--- config.mk ---
export PLATFORM = sky130hd
export DESIGN_NAME = bcd_time_core_flat
export DESIGN_NICKNAME = d
export VERILOG_FILES = /design/src/rtl/bcd_time_core_if.sv /design/src/rtl/bcd_time_core.sv /design/src/flat_wrapper.sv
export SDC_FILE = /design/constraint.sdc
export NUM_CORES = 1
export LEC_CHECK = 0
export ABC_AREA = 0
export CORE_ASPECT_RATIO = 0.6
export CORE_UTILIZATION = 45
export CTS_CLUSTER_SIZE = 14
export DETAILED_ROUTE_END_ITERATION = 8
export GPL_TIMING_DRIVEN = 1
export PLACE_DENSITY = 0.66
export SLEW_MARGIN = 20
export SYNTH_ARGS = -nofsm -noshare
export SYNTH_HDL_FRONTEND = slang
export SYNTH_SLANG_ARGS = --single-unit
--- constraint.sdc ---
create_clock -name CLK -period 14.55 [get_ports CLK]
set_input_delay 2.91 -clock CLK [delete_from_list [all_inputs] [get_ports CLK]]
set_output_delay 2.91 -clock CLK [all_outputs]
set_load 0.02 [all_outputs]
--- src/rtl/bcd_time_core_if.sv ---
// bcd_time_core_if: load, alarm and display signals of the BCD time-of-day core
interface bcd_time_core_if;
  logic       run;
  logic       mode24;
  logic       ld_valid;
  logic [1:0] ld_sel;
  logic [7:0] ld_data;
  logic       ld_pm;
  logic       alm_wr;
  logic [7:0] alm_hour;
  logic [7:0] alm_min;
  logic       alm_pm;
  logic       alm_en;
  logic [7:0] q_hour;
  logic [7:0] q_min;
  logic [7:0] q_sec;
  logic       pm;
  logic       sec_pulse;
  logic       ld_err;
  logic       alarm;
  modport master (
    output run, mode24, ld_valid, ld_sel, ld_data, ld_pm, alm_wr, alm_hour, alm_min, alm_pm, alm_en,
    input  q_hour, q_min, q_sec, pm, sec_pulse, ld_err, alarm
  );
  modport slave (
    input  run, mode24, ld_valid, ld_sel, ld_data, ld_pm, alm_wr, alm_hour, alm_min, alm_pm, alm_en,
    output q_hour, q_min, q_sec, pm, sec_pulse, ld_err, alarm
  );
endinterface

--- src/rtl/bcd_time_core.sv ---
// bcd_time_core: BCD HH:MM:SS clock with 12h/24h mode, validated loads, hh:mm alarm and 1 Hz prescaler
module bcd_time_core #(
  parameter int          CLK_HZ     = 50000000,
  parameter logic [7:0]  RESET_HOUR = 8'h12
) (
  input logic             CLK,
  input logic             RST,
  bcd_time_core_if.slave  bus
);
  localparam int CW = (CLK_HZ > 1) ? $clog2(CLK_HZ) : 1;
  logic [CW-1:0] cnt_q, cnt_d;
  logic [7:0] hour_q, hour_d, min_q, min_d, sec_q, sec_d;
  logic [7:0] alm_hour_q, alm_hour_d, alm_min_q, alm_min_d;
  logic mode_q, mode_d, pm_q, pm_d, alm_pm_q, alm_pm_d;
  logic sec_pulse_q, sec_pulse_d, ld_err_q, ld_err_d, alarm_q, alarm_d;
  logic tick, mode_chg, ld_ok, alm_ok, ld, adv, sec_c, hr_c, pm_n;
  logic [7:0] sec_n, min_n, hour_n, h24, h12;
  function automatic logic bcd_ok(input logic [7:0] v);
    return v[7:4] <= 4'd9 && v[3:0] <= 4'd9;
  endfunction
  function automatic logic hour_ok(input logic [7:0] v, input logic m24);
    return bcd_ok(v) && (m24 ? v <= 8'h23 : v >= 8'h01 && v <= 8'h12);
  endfunction
  function automatic logic [7:0] bcd_inc(input logic [7:0] v);
    return (v[3:0] == 4'd9) ? {v[7:4] + 4'd1, 4'd0} : v + 8'd1;
  endfunction
  function automatic logic [6:0] to_bin(input logic [7:0] v);
    return 7'(v[7:4]) * 7'd10 + 7'(v[3:0]);
  endfunction
  function automatic logic [7:0] to_bcd(input logic [6:0] b);
    return {4'(b / 7'd10), 4'(b % 7'd10)};
  endfunction
  // next-state: mode conversion beats a valid load, which beats the tick advance
  always_comb begin
    tick = bus.run && cnt_q == CW'(CLK_HZ - 1);
    mode_chg = bus.mode24 != mode_q;
    ld_ok = bcd_ok(bus.ld_data) && (bus.ld_sel == 2'b10 ? hour_ok(bus.ld_data, mode_q) : bus.ld_sel != 2'b11 && bus.ld_data <= 8'h59);
    alm_ok = hour_ok(bus.alm_hour, mode_q) && bcd_ok(bus.alm_min) && bus.alm_min <= 8'h59;
    ld = bus.ld_valid && ld_ok && !mode_chg;
    adv = tick && !ld && !mode_chg;
    sec_c = sec_q == 8'h59;
    hr_c = sec_c && min_q == 8'h59;
    sec_n = sec_c ? 8'h00 : bcd_inc(sec_q);
    min_n = !sec_c ? min_q : hr_c ? 8'h00 : bcd_inc(min_q);
    hour_n = !hr_c ? hour_q : (hour_q == (mode_q ? 8'h23 : 8'h12)) ? (mode_q ? 8'h00 : 8'h01) : bcd_inc(hour_q);
    pm_n = mode_q ? hour_n >= 8'h12 : pm_q ^ (hr_c && hour_q == 8'h11);
    h24 = hour_q == 8'h12 ? (pm_q ? 8'h12 : 8'h00) : pm_q ? to_bcd(to_bin(hour_q) + 7'd12) : hour_q;
    h12 = hour_q == 8'h00 ? 8'h12 : hour_q > 8'h12 ? to_bcd(to_bin(hour_q) - 7'd12) : hour_q;
    cnt_d = (ld && bus.ld_sel == 2'b00) ? CW'(0) : !bus.run ? cnt_q : tick ? CW'(0) : cnt_q + CW'(1);
    mode_d = bus.mode24;
    sec_d = (ld && bus.ld_sel == 2'b00) ? bus.ld_data : adv ? sec_n : sec_q;
    min_d = (ld && bus.ld_sel == 2'b01) ? bus.ld_data : adv ? min_n : min_q;
    hour_d = mode_chg ? (bus.mode24 ? h24 : h12) : (ld && bus.ld_sel == 2'b10) ? bus.ld_data : adv ? hour_n : hour_q;
    pm_d = (ld && bus.ld_sel == 2'b10) ? (mode_q ? bus.ld_data >= 8'h12 : bus.ld_pm) : adv ? pm_n : pm_q;
    sec_pulse_d = adv;
    ld_err_d = (bus.ld_valid && !ld_ok) || (bus.alm_wr && !alm_ok);
    alarm_d = adv && bus.alm_en && hour_n == alm_hour_q && min_n == alm_min_q && sec_n == 8'h00 && (mode_q || pm_n == alm_pm_q);
    alm_hour_d = (bus.alm_wr && alm_ok) ? bus.alm_hour : alm_hour_q;
    alm_min_d = (bus.alm_wr && alm_ok) ? bus.alm_min : alm_min_q;
    alm_pm_d = (bus.alm_wr && alm_ok) ? bus.alm_pm : alm_pm_q;
  end
  // state registers; reset picks the hour format from MODE24 as sampled now
  always_ff @(posedge CLK) begin
    if (RST) begin
      cnt_q <= '0;
      mode_q <= bus.mode24;
      hour_q <= bus.mode24 ? 8'h00 : RESET_HOUR;
      min_q <= 8'h00;
      sec_q <= 8'h00;
      pm_q <= 1'b0;
      alm_hour_q <= bus.mode24 ? 8'h00 : 8'h12;
      alm_min_q <= 8'h00;
      alm_pm_q <= 1'b0;
      sec_pulse_q <= 1'b0;
      ld_err_q <= 1'b0;
      alarm_q <= 1'b0;
    end else begin
      cnt_q <= cnt_d;
      mode_q <= mode_d;
      hour_q <= hour_d;
      min_q <= min_d;
      sec_q <= sec_d;
      pm_q <= pm_d;
      alm_hour_q <= alm_hour_d;
      alm_min_q <= alm_min_d;
      alm_pm_q <= alm_pm_d;
      sec_pulse_q <= sec_pulse_d;
      ld_err_q <= ld_err_d;
      alarm_q <= alarm_d;
    end
  end
  assign bus.q_hour = hour_q;
  assign bus.q_min = min_q;
  assign bus.q_sec = sec_q;
  assign bus.pm = pm_q;
  assign bus.sec_pulse = sec_pulse_q;
  assign bus.ld_err = ld_err_q;
  assign bus.alarm = alarm_q;
endmodule

--- src/flat_wrapper.sv ---
// flat-port wrapper written by rule: the top's interface ports become plain ports
module bcd_time_core_flat 
#(
  parameter int          CLK_HZ     = 50000000,
  parameter logic [7:0]  RESET_HOUR = 8'h12
)
  (CLK, RST, bus_run, bus_mode24, bus_ld_valid, bus_ld_sel, bus_ld_data, bus_ld_pm, bus_alm_wr, bus_alm_hour, bus_alm_min, bus_alm_pm, bus_alm_en, bus_q_hour, bus_q_min, bus_q_sec, bus_pm, bus_sec_pulse, bus_ld_err, bus_alarm);
  bcd_time_core_if bus_i ();
  input logic CLK;
  input logic RST;
  input wire logic [$bits(bus_i.run)-1:0] bus_run;
  input wire logic [$bits(bus_i.mode24)-1:0] bus_mode24;
  input wire logic [$bits(bus_i.ld_valid)-1:0] bus_ld_valid;
  input wire logic [$bits(bus_i.ld_sel)-1:0] bus_ld_sel;
  input wire logic [$bits(bus_i.ld_data)-1:0] bus_ld_data;
  input wire logic [$bits(bus_i.ld_pm)-1:0] bus_ld_pm;
  input wire logic [$bits(bus_i.alm_wr)-1:0] bus_alm_wr;
  input wire logic [$bits(bus_i.alm_hour)-1:0] bus_alm_hour;
  input wire logic [$bits(bus_i.alm_min)-1:0] bus_alm_min;
  input wire logic [$bits(bus_i.alm_pm)-1:0] bus_alm_pm;
  input wire logic [$bits(bus_i.alm_en)-1:0] bus_alm_en;
  output wire logic [$bits(bus_i.q_hour)-1:0] bus_q_hour;
  output wire logic [$bits(bus_i.q_min)-1:0] bus_q_min;
  output wire logic [$bits(bus_i.q_sec)-1:0] bus_q_sec;
  output wire logic [$bits(bus_i.pm)-1:0] bus_pm;
  output wire logic [$bits(bus_i.sec_pulse)-1:0] bus_sec_pulse;
  output wire logic [$bits(bus_i.ld_err)-1:0] bus_ld_err;
  output wire logic [$bits(bus_i.alarm)-1:0] bus_alarm;
  assign bus_i.run = bus_run;
  assign bus_i.mode24 = bus_mode24;
  assign bus_i.ld_valid = bus_ld_valid;
  assign bus_i.ld_sel = bus_ld_sel;
  assign bus_i.ld_data = bus_ld_data;
  assign bus_i.ld_pm = bus_ld_pm;
  assign bus_i.alm_wr = bus_alm_wr;
  assign bus_i.alm_hour = bus_alm_hour;
  assign bus_i.alm_min = bus_alm_min;
  assign bus_i.alm_pm = bus_alm_pm;
  assign bus_i.alm_en = bus_alm_en;
  assign bus_q_hour = bus_i.q_hour;
  assign bus_q_min = bus_i.q_min;
  assign bus_q_sec = bus_i.q_sec;
  assign bus_pm = bus_i.pm;
  assign bus_sec_pulse = bus_i.sec_pulse;
  assign bus_ld_err = bus_i.ld_err;
  assign bus_alarm = bus_i.alarm;
  bcd_time_core #(.CLK_HZ(CLK_HZ), .RESET_HOUR(RESET_HOUR)) u_core (.CLK(CLK), .RST(RST), .bus(bus_i));
endmodule
==> results.cfg, run 1 <==
[run_status]
status = finished, final reports clean

[synthesis]
yosys_warnings = 0
yosys.area_share.xor_xnor_pct = 10.8
synth.top_cell.area_share_pct = 18.6
synth-simple-area-share_pct = 25.8
yosys-top-cells-count = 101 x nor2_1, 56 x dfxtp_1, 49 x nand2_1, 43 x a21oi_1, 41 x o21ai_0
synth.area.mux_share_pct = 4.85
yosys_most_used_dff = dfxtp_1
synth_fa_ha_area_share_pct = 6.26
synth.avg_cell_area_sq_um = 7.87
synthDistinctLibCells = 76
synth_area_leader_cell = dfxtp_1
synth_edf_count = 16
synth_fp_nets = 831
synth_area_leaders = dfxtp_1 19%, edfxtp_1 8.0%, nor2_1 6.3%
seq_area_frac_synth_pct = 26.5
syn_inst = 767
netlist_area_sq_um = 6040
synth_top_family_by_area = simple AND/OR/NAND/NOR gates
post-synth-top-count-cell = nor2_1
synth_compound_area_share_pct = 21.6
ys_seq_elements = 72
async_flop_share_pct = 0

[cts]
postCtsHoldBufs = 0
ctsResizeCount = 0
clock_path_buffers = 2
cts_sinks = 72
clkSlewWorstSetupHoldPaths_ps = 60
post_cts_buffers = 0
cts_buffers = 9
htreeDepth = 3
insertion_delay_ps = 350
cts_root_buffer = clkbuf_16
cts_tree = done

[worst_setup_path]
r2r_cells = 28
worstPathMaxFanout = 16
crit_type = reg -> reg
reg2reg_slack_ps = 7280
crit_path_end_kind = register
r2r_start = u_core.bus.q_hour[1]$_DFFE_PP_
startpoint_type = register
critPathMaxStageDelay_ps = 690
startpoint = u_core.bus.q_hour[1]$_DFFE_PP_
r2r-end = u_core.bus.q_hour[1]$_DFFE_PP_
path_common_cell = ha_1
critPathArrivalTime_ps = 7370
required_ps = 14640
critPathSlowestCell = edfxtp_1

[sta]
clock.fmax_mhz = 138
clock_skew_ps = 9.40
fin_tns_setup_ps = 0
relSlewSlack_pct = 41.2
finalSetupViolCount = 0
finalMaxSlewViolations = 0
worst_slew_pin_slew_ps = 874
hold_violations = 0
rsz0062_at_grt = no
fin_crit_ps = 7270
fin_crit_sh_pct = 50.0

[grt]
grt_use_total_pct = 27.0
gr-total-overflow = 0
grt_max_degree = 50
antenna_found_initial = 0
grt_pass1_wl_mm = 29.0
grt_pass1_vias = 5443

[layout]
nets = 869
fillCellCount = 1216
finalInstanceArea_sq_um = 7040
fin_util_pct = 54.3
syn_to_final_growth_pct = 16.7
diodes = 0
drive_above_1_share_pct = 4.94

[drt]
postRouteAntennaNets = 0
drt_iter0_drc = 601
viasPerCell = 6.13
drc = 0
vias = 6003
drt-total-wl_mm = 18.3
first_pass_iters = 5
drt-wirelength-per-cell_um = 18.6

[floorplan]
die_h_um = 91.7
die_x_um = 152
core_sq_um = 13000
placementRows = 32
start_util_pct = 46.5
dieArea_sq_um = 13900
boundaryPins = 63

[placement]
hpwl_mm = 14.0
placed_cell_area_sq_um = 6750
gp_congestion = 1.01
port_buffers = 62

[min_path]
min_path_type = reg -> reg
holdCritStartpoint = u_core.alm_min_q[7]$_SDFFE_PP0P_
min_path_cells = 2
hold_end = u_core.alm_min_q[7]$_SDFFE_PP0P_

[flow_run]
cap_violations = 0
-- cell type report --
class                           instances  area, sq um  area share [%]
Timing Repair Buffer                   66          651            9.24
Clock buffer                           10          239            3.39
Tap cell                              170          213            3.02
Multi-Input combinational cell        630         4190            59.5
Clock inverter                          6         52.6           0.746
Inverter                               26         97.6            1.39
Sequential cell                        72         1600            22.7
-- worst max path at each step --
| stage | endpoint | cells past startpoint | slack, ps |
|---|---|---|---|
| 4_1_cts | u_core.bus.q_hour[1]$_DFFE_PP_ | 28 | 7450 |
| 2_1_floorplan | u_core.bus.q_hour[1]$_DFFE_PP_ | 29 | 8410 |
| 5_1_grt | u_core.bus.q_hour[1]$_DFFE_PP_ | 28 | 6850 |
| 3_3_place_gp | u_core.bus.q_hour[1]$_DFFE_PP_ | 28 | 7870 |
| 3_5_place_dp | u_core.bus.q_hour[1]$_DFFE_PP_ | 28 | 7460 |
| 6_report | u_core.bus.q_hour[1]$_DFFE_PP_ | 28 | 7280 |
-- logic make-up (layout without fill, tap and decap cells) --
kind of cell | after synthesis | in the layout
muxes | 28 | 28
and+or+nand+nor | 310 | 310
xor gates and xnor gates | 67 | 67
buffers and inverters | 65 | 108
DFF | 72 | 72
adders and majority gates | 29 | 29
AOI/OAI and AO/OA | 196 | 196
-- registers in the layout (all words and copies together), names as in the netlist --
name and cells:
u_core.cnt_q 26, u_core.alm_hour_q 8, u_core.alm_min_q 8, u_core.bus.q_hour 8, u_core.bus.q_min 8, u_core.bus.q_sec 8
u_core.alm_pm_q 1, u_core.bus.alarm 1, u_core.bus.ld_err 1, u_core.bus.pm 1, u_core.bus.sec_pulse 1, u_core.mode_q 1
-- stage by stage --
step	setup slack [ps]	hold slack, ps	cells
2_1_floorplan	8410	435	767
3_3_place_gp	7870	462	964
3_5_place_dp	7460	482	964
4_1_cts	7450	484	980
5_1_grt	6850	508	980
6_report	7280	482	980
-- cell usage in the layout, fill, tap and decap left out, drive strengths merged, types with 4 or more instances in the layout --
master,count
o211ai,10
dfxtp,56
xor2,34
nor3,28
nand3,21
a211oi,21
or3,5
clkdlybuf4s50,62
and2,13
nor4,10
clkbuf,10
nand2,49
o21ai,47
a22oi,4
a2111oi,4
a21o,5
o22ai,7
a21boi,4
buf,4
nor2b,16
o31ai,5
nor2,101
mux2,7
nand4,16
and3,12
xnor2,30
mux2i,21
nand2b,15
a31oi,9
nor4b,4
and4,4
a21oi,44
inv,28
ha,27
nand3b,4
edfxtp,16
o21a,4
-- worst max-delay path: cells and delay by family (launching register included) --
| family | cells | cell delay [ps] |
|---|---|---|
| fa+ha+maj | 5 | 1620 |
| flops | 1 | 690 |
| buf+inv | 3 | 290 |
| simple gates | 5 | 1050 |
| xor+xnor | 2 | 710 |
| compound gates | 13 | 2670 |
-- per-layer routing --
layer  vias to the layer above  share of wire [%]  track usage [%]
li1                       2884                  -                -
met1                      2850                 51             43.2
met2                       248                 40             35.5
met3                        21                8.5             6.02
met4                         0               0.88             5.69
met5                         -                  0                0
Power of run 1 is left out: the tool's default activity adds up to more than one toggle a clock period on the data nets, which glitch-free logic cannot reach.
==> run 2, diff against run 1 <==
--- a/config.mk
+++ b/config.mk
@@ -11,7 +11,7 @@
 export CTS_CLUSTER_SIZE = 14
 export DETAILED_ROUTE_END_ITERATION = 8
 export GPL_TIMING_DRIVEN = 1
-export PLACE_DENSITY = 0.66
+export PLACE_DENSITY = 0.68
 export SLEW_MARGIN = 20
 export SYNTH_ARGS = -nofsm -noshare
 export SYNTH_HDL_FRONTEND = slang
==> constraint.sdc (replaced) <==
create_clock -name CLK -period 6.2 [get_ports CLK]
set_input_delay 1.24 -clock CLK [delete_from_list [all_inputs] [get_ports CLK]]
set_output_delay 1.24 -clock CLK [all_outputs]
set_load 0.02 [all_outputs]
==> run 2 against run 1 <==
Clock-buffer cell count increased by 1. Wire length down 0.31%. Via count up 0.30%. Critical path type unchanged. Highest routed layer unchanged.
==> results.cfg, run 2 (synthesis results as in run 1) <==
[run_status]
status = finished, final reports clean

[grt]
grt_use_total_pct = 26.3
gr-total-overflow = 0
antenna_found_initial = 0
grt_max_degree = 50
grt_pass1_wl_mm = 28.3
grt_pass1_vias = 5282

[worst_setup_path]
startpoint_type = register
critPathArrivalTime_ps = 6030
required_ps = 6390
crit_type = reg -> reg
r2r_cells = 26
worstPathMaxFanout = 8
crit_path_end_kind = register

[floorplan]
dieArea_sq_um = 13900
die_x_um = 152
start_util_pct = 46.5
core_sq_um = 13000
placementRows = 32
boundaryPins = 63
die_h_um = 91.7

[layout]
final_cell_mix = 101 x nor2_1, 62 x clkdlybuf4s50_1, 56 x dfxtp_1
fillCellCount = 1195
diodes = 0
layout.cells.non_filler = 999
largest_reg_flops = 26
final_common_cell = nor2_1
nets = 888
syn_to_final_growth_pct = 21.0
drive_above_1_share_pct = 8.20
registers.top_by_ff_count = u_core.cnt_q

[placement]
gp_congestion = 1.03
port_buffers = 62
dp_slack_ps = 73.4
dp_cells = 979
hpwl_mm = 14.0

[cts]
cts_sinks = 72
cts_root_buffer = clkbuf_16
cts_tree = done
clkSlewWorstSetupHoldPaths_ps = 60
postCtsHoldBufs = 0
clock_path_buffers = 2
htreeDepth = 3
cts_buffers = 9
insertion_delay_ps = 330

[min_path]
min_path_type = reg -> reg
min_path_cells = 2

[sta]
rsz0062_at_grt = yes
clock.fmax_mhz = 171
whs_ps = 470
finalMaxSlewViolations = 0
fin_crit_sh_pct = 94.2
relSlewSlack_pct = 40.6
finalSetupViolCount = 0
clock_skew_ps = 7.43
worst_slew_pin_slew_ps = 891
fin_ws_ps = 357
hold_violations = 0
fin_crit_ps = 5840

[drt]
drc = 0
drt-total-wl_mm = 18.2
drt_iter0_drc = 598
drt-wirelength-per-cell_um = 18.2
first_pass_iters = 6
vias = 6021
postRouteAntennaNets = 0
viasPerCell = 6.03

[flow_run]
cap_violations = 0
## run 2: path summary, 6_finish.rpt
kind / from / end / slack, ps
setup reg to reg: u_core.bus.q_hour[5]$_SDFFCE_PP0P_ / u_core.bus.q_hour[1]$_DFFE_PP_ / 360
hold reg to reg: u_core.alm_min_q[7]$_SDFFE_PP0P_ / u_core.alm_min_q[7]$_SDFFE_PP0P_ / 470
hold / removal: u_core.alm_min_q[7]$_SDFFE_PP0P_ / u_core.alm_min_q[7]$_SDFFE_PP0P_ / 470
setup / recovery: u_core.bus.q_hour[5]$_SDFFCE_PP0P_ / u_core.bus.q_hour[1]$_DFFE_PP_ / 360
## run 2: final cells by class
cell class / count / area [sq um] / share of cell area [%]
Tap cell: 170 / 213 / 2.91
Sequential cell: 72 / 1600 / 21.9
Clock inverter: 5 / 85.1 / 1.16
Inverter: 26 / 97.6 / 1.34
Clock buffer: 11 / 254 / 3.48
Timing Repair Buffer: 85 / 793 / 10.9
Multi-Input combinational cell: 630 / 4260 / 58.3
## run 2: metrics by stage
step           utilization, %  area, sq um  TNS (ps)
2_1_floorplan               -         6040         0
5_1_grt                  56.3         7310     -75.2
3_3_place_gp             52.9         6860         0
4_1_cts                  55.5         7200         0
3_5_place_dp             52.9         6860         0
6_report                 56.3         7310         0
## run 2: layer usage
layer / track usage (%) / routed length, um / vias to the layer above
li1: - / - / 2908
met1: 42.0 / 9130 / 2814
met2: 34.3 / 7040 / 288
met3: 7.71 / 1980 / 11
met4: 3.14 / 61 / 0
met5: 0 / 0 / -
## run 2: worst max-delay path: stages (launching register included)
cell and delay (ps):
edfxtp_1 450, ha_1 330, ha_1 220, fa_2 530, buf_4 180, nor3_1 190
a22oi_1 120, a21o_1 240, and2_1 200, nand2b_1 160, nor2_1 110, xnor2_1 130
ha_1 180, inv_1 60, o41ai_1 130, o211ai_1 170, a311oi_2 360, o21ai_4 160
xnor2_4 260, o211ai_1 110, o21ai_1 150, ha_2 260, nor4b_2 60, a211oi_1 240
o211ai_1 220, a311o_1 360, o21ai_1 110
## run 2: what timing repair did
action,CTS,global route
setup endpoints to repair,0,4
endpoints found under the hold margin,0,0
gates resized for setup,0,17
setup buffers,0,4
Power of run 2 is left out for the same reason.
==> run 3, diff against run 2 <==
--- a/config.mk
+++ b/config.mk
@@ -11,7 +11,8 @@
 export CTS_CLUSTER_SIZE = 14
 export DETAILED_ROUTE_END_ITERATION = 8
 export GPL_TIMING_DRIVEN = 1
-export PLACE_DENSITY = 0.68
+export PLACE_DENSITY = 0.66
+export REMOVE_ABC_BUFFERS = 1
 export SLEW_MARGIN = 20
 export SYNTH_ARGS = -nofsm -noshare
 export SYNTH_HDL_FRONTEND = slang
==> constraint.sdc (replaced) <==
create_clock -name CLK -period 7.2 [get_ports CLK]
set_input_delay 1.44 -clock CLK [delete_from_list [all_inputs] [get_ports CLK]]
set_output_delay 1.44 -clock CLK [all_outputs]
set_load 0.02 [all_outputs]
==> run 3 against run 2 <==
Utilization decreased by 1.3 points. Critical path type unchanged. Global-route usage is 0.54 points higher. Critical endpoint unchanged. First-iteration DRC count is 6.2% higher. Highest routed layer unchanged.
==> results.cfg, run 3 (synthesis results as in run 1) <==
[worst_setup_path]
path_common_cell = ha_1
worstPathMaxFanout = 12
path_depth = 29
crit_type = reg -> reg
cp_num_buf_inv = 4
r2r_cells = 29
startpoint_type = register
required_ps = 7290
crit_path_end_kind = register
critPathSlowestCell = edfxtp_1
critPathArrivalTime_ps = 6770
critPathMaxStageDelay_ps = 400
cp_top_family = compound AO/OA/AOI/OAI gates

[cts]
cts_sinks = 72
clkSlewWorstSetupHoldPaths_ps = 60
insertion_delay_ps = 340
cts_root_buffer = clkbuf_16
htreeDepth = 3
cts_buffers = 9
postCtsHoldBufs = 0
cts_tree = done
clock_path_buffers = 2

[layout]
multi_input_area_sq_um = 4190
final_cell_mix = 101 x nor2_1, 62 x clkdlybuf4s50_1, 56 x dfxtp_1
final_common_cell = nor2_1
nets = 881
drive_above_1_share_pct = 6.45
registers.top_by_ff_count = u_core.cnt_q
fillCellCount = 1228
diodes = 0
largest_reg_flops = 26
syn_to_final_growth_pct = 18.2
layout.cells.non_filler = 992
seqCellArea_sq_um = 1600

[placement]
dp_cells = 968
gp_congestion = 0.920
dp_slack_ps = 557
hpwl_mm = 14.0
port_buffers = 62

[sta]
worst_slew_pin_slew_ps = 877
fin_ws_ps = 522
finalSetupViolCount = 0
relSlewSlack_pct = 41.5
fin_crit_sh_pct = 92.8
fin_crit_ps = 6680
finalMaxSlewViolations = 0
hold_violations = 0
rsz0062_at_grt = no
clock.fmax_mhz = 150
clock_skew_ps = 8.87
fin_tns_setup_ps = 0

[floorplan]
start_util_pct = 46.5
die_x_um = 152
dieArea_sq_um = 13900
die_h_um = 91.7
boundaryPins = 63
placementRows = 32
core_sq_um = 13000

[grt]
grt_use_total_pct = 26.8
grt_pass1_vias = 5293
grt_max_degree = 29
antenna_found_initial = 0
grt_pass1_wl_mm = 28.6
gr-total-overflow = 0

[drt]
drt-wirelength-per-cell_um = 18.5
first_pass_iters = 5
drt_iter0_drc = 635
drc = 0
postRouteAntennaNets = 0
vias = 6007
drt-total-wl_mm = 18.4
viasPerCell = 6.06

[flow_run]
cap_violations = 0

[min_path]
min_path_type = reg -> reg
min_path_cells = 2

[run_status]
status = finished, final reports clean
run 3: worst reg2reg max path, delay by kind of cell (launching register included):
kind / cells / cell delay (ps)
and+or+nand+nor: 5 / 1120
DFF: 1 / 400
adders and majority gates: 5 / 1510
xor gates and xnor gates: 2 / 310
AOI/OAI and AO/OA: 13 / 2640
buffers and inverters: 4 / 480
run 3: layout make-up:
class,instances,area share (%)
clock buffer,10,3.35
clock inverter,6,0.667
inverter,26,1.37
multi-input combinational,630,58.8
sequential,72,22.5
tap,170,2.98
timing repair buffer,78,10.4
run 3: stage by stage:
| stage | util (%) | area, sq um | hold WS, ps |
|---|---|---|---|
| after global placement | 52.3 | 6790 | 447 |
| final | 55.0 | 7130 | 462 |
| after detailed placement | 52.3 | 6790 | 451 |
| after CTS | 54.5 | 7070 | 458 |
| after global routing | 55.0 | 7130 | 493 |
| after floorplan | - | 5880 | 435 |
run 3: timing repair:
| item | 4_1_cts | 5_1_grt |
|---|---|---|
| endpoints found under the setup margin | 0 | 2 |
| resized for setup | 0 | 0 |
| setup buffers | 0 | 8 |
run 3: worst paths after layout:
kind                                                       start                               end  slack (ps)
worst min-delay path            u_core.alm_min_q[7]$_SDFFE_PP0P_  u_core.alm_min_q[7]$_SDFFE_PP0P_         460
worst min register to register  u_core.alm_min_q[7]$_SDFFE_PP0P_  u_core.alm_min_q[7]$_SDFFE_PP0P_         460
worst max register to register    u_core.bus.q_hour[4]$_DFFE_PP_    u_core.bus.q_hour[1]$_DFFE_PP_         520
worst max-delay path              u_core.bus.q_hour[4]$_DFFE_PP_    u_core.bus.q_hour[1]$_DFFE_PP_         520
run 3: per-layer routing:
| layer | part of all wire (%) | up-vias | track usage [%] |
|---|---|---|---|
| li1 | - | 2894 | - |
| met5 | 0 | - | 0 |
| met3 | 10 | 14 | 5.22 |
| met1 | 51 | 2790 | 43.8 |
| met4 | 0.55 | 0 | 4.13 |
| met2 | 38 | 309 | 35.5 |
Power of run 3 is left out for the same reason.
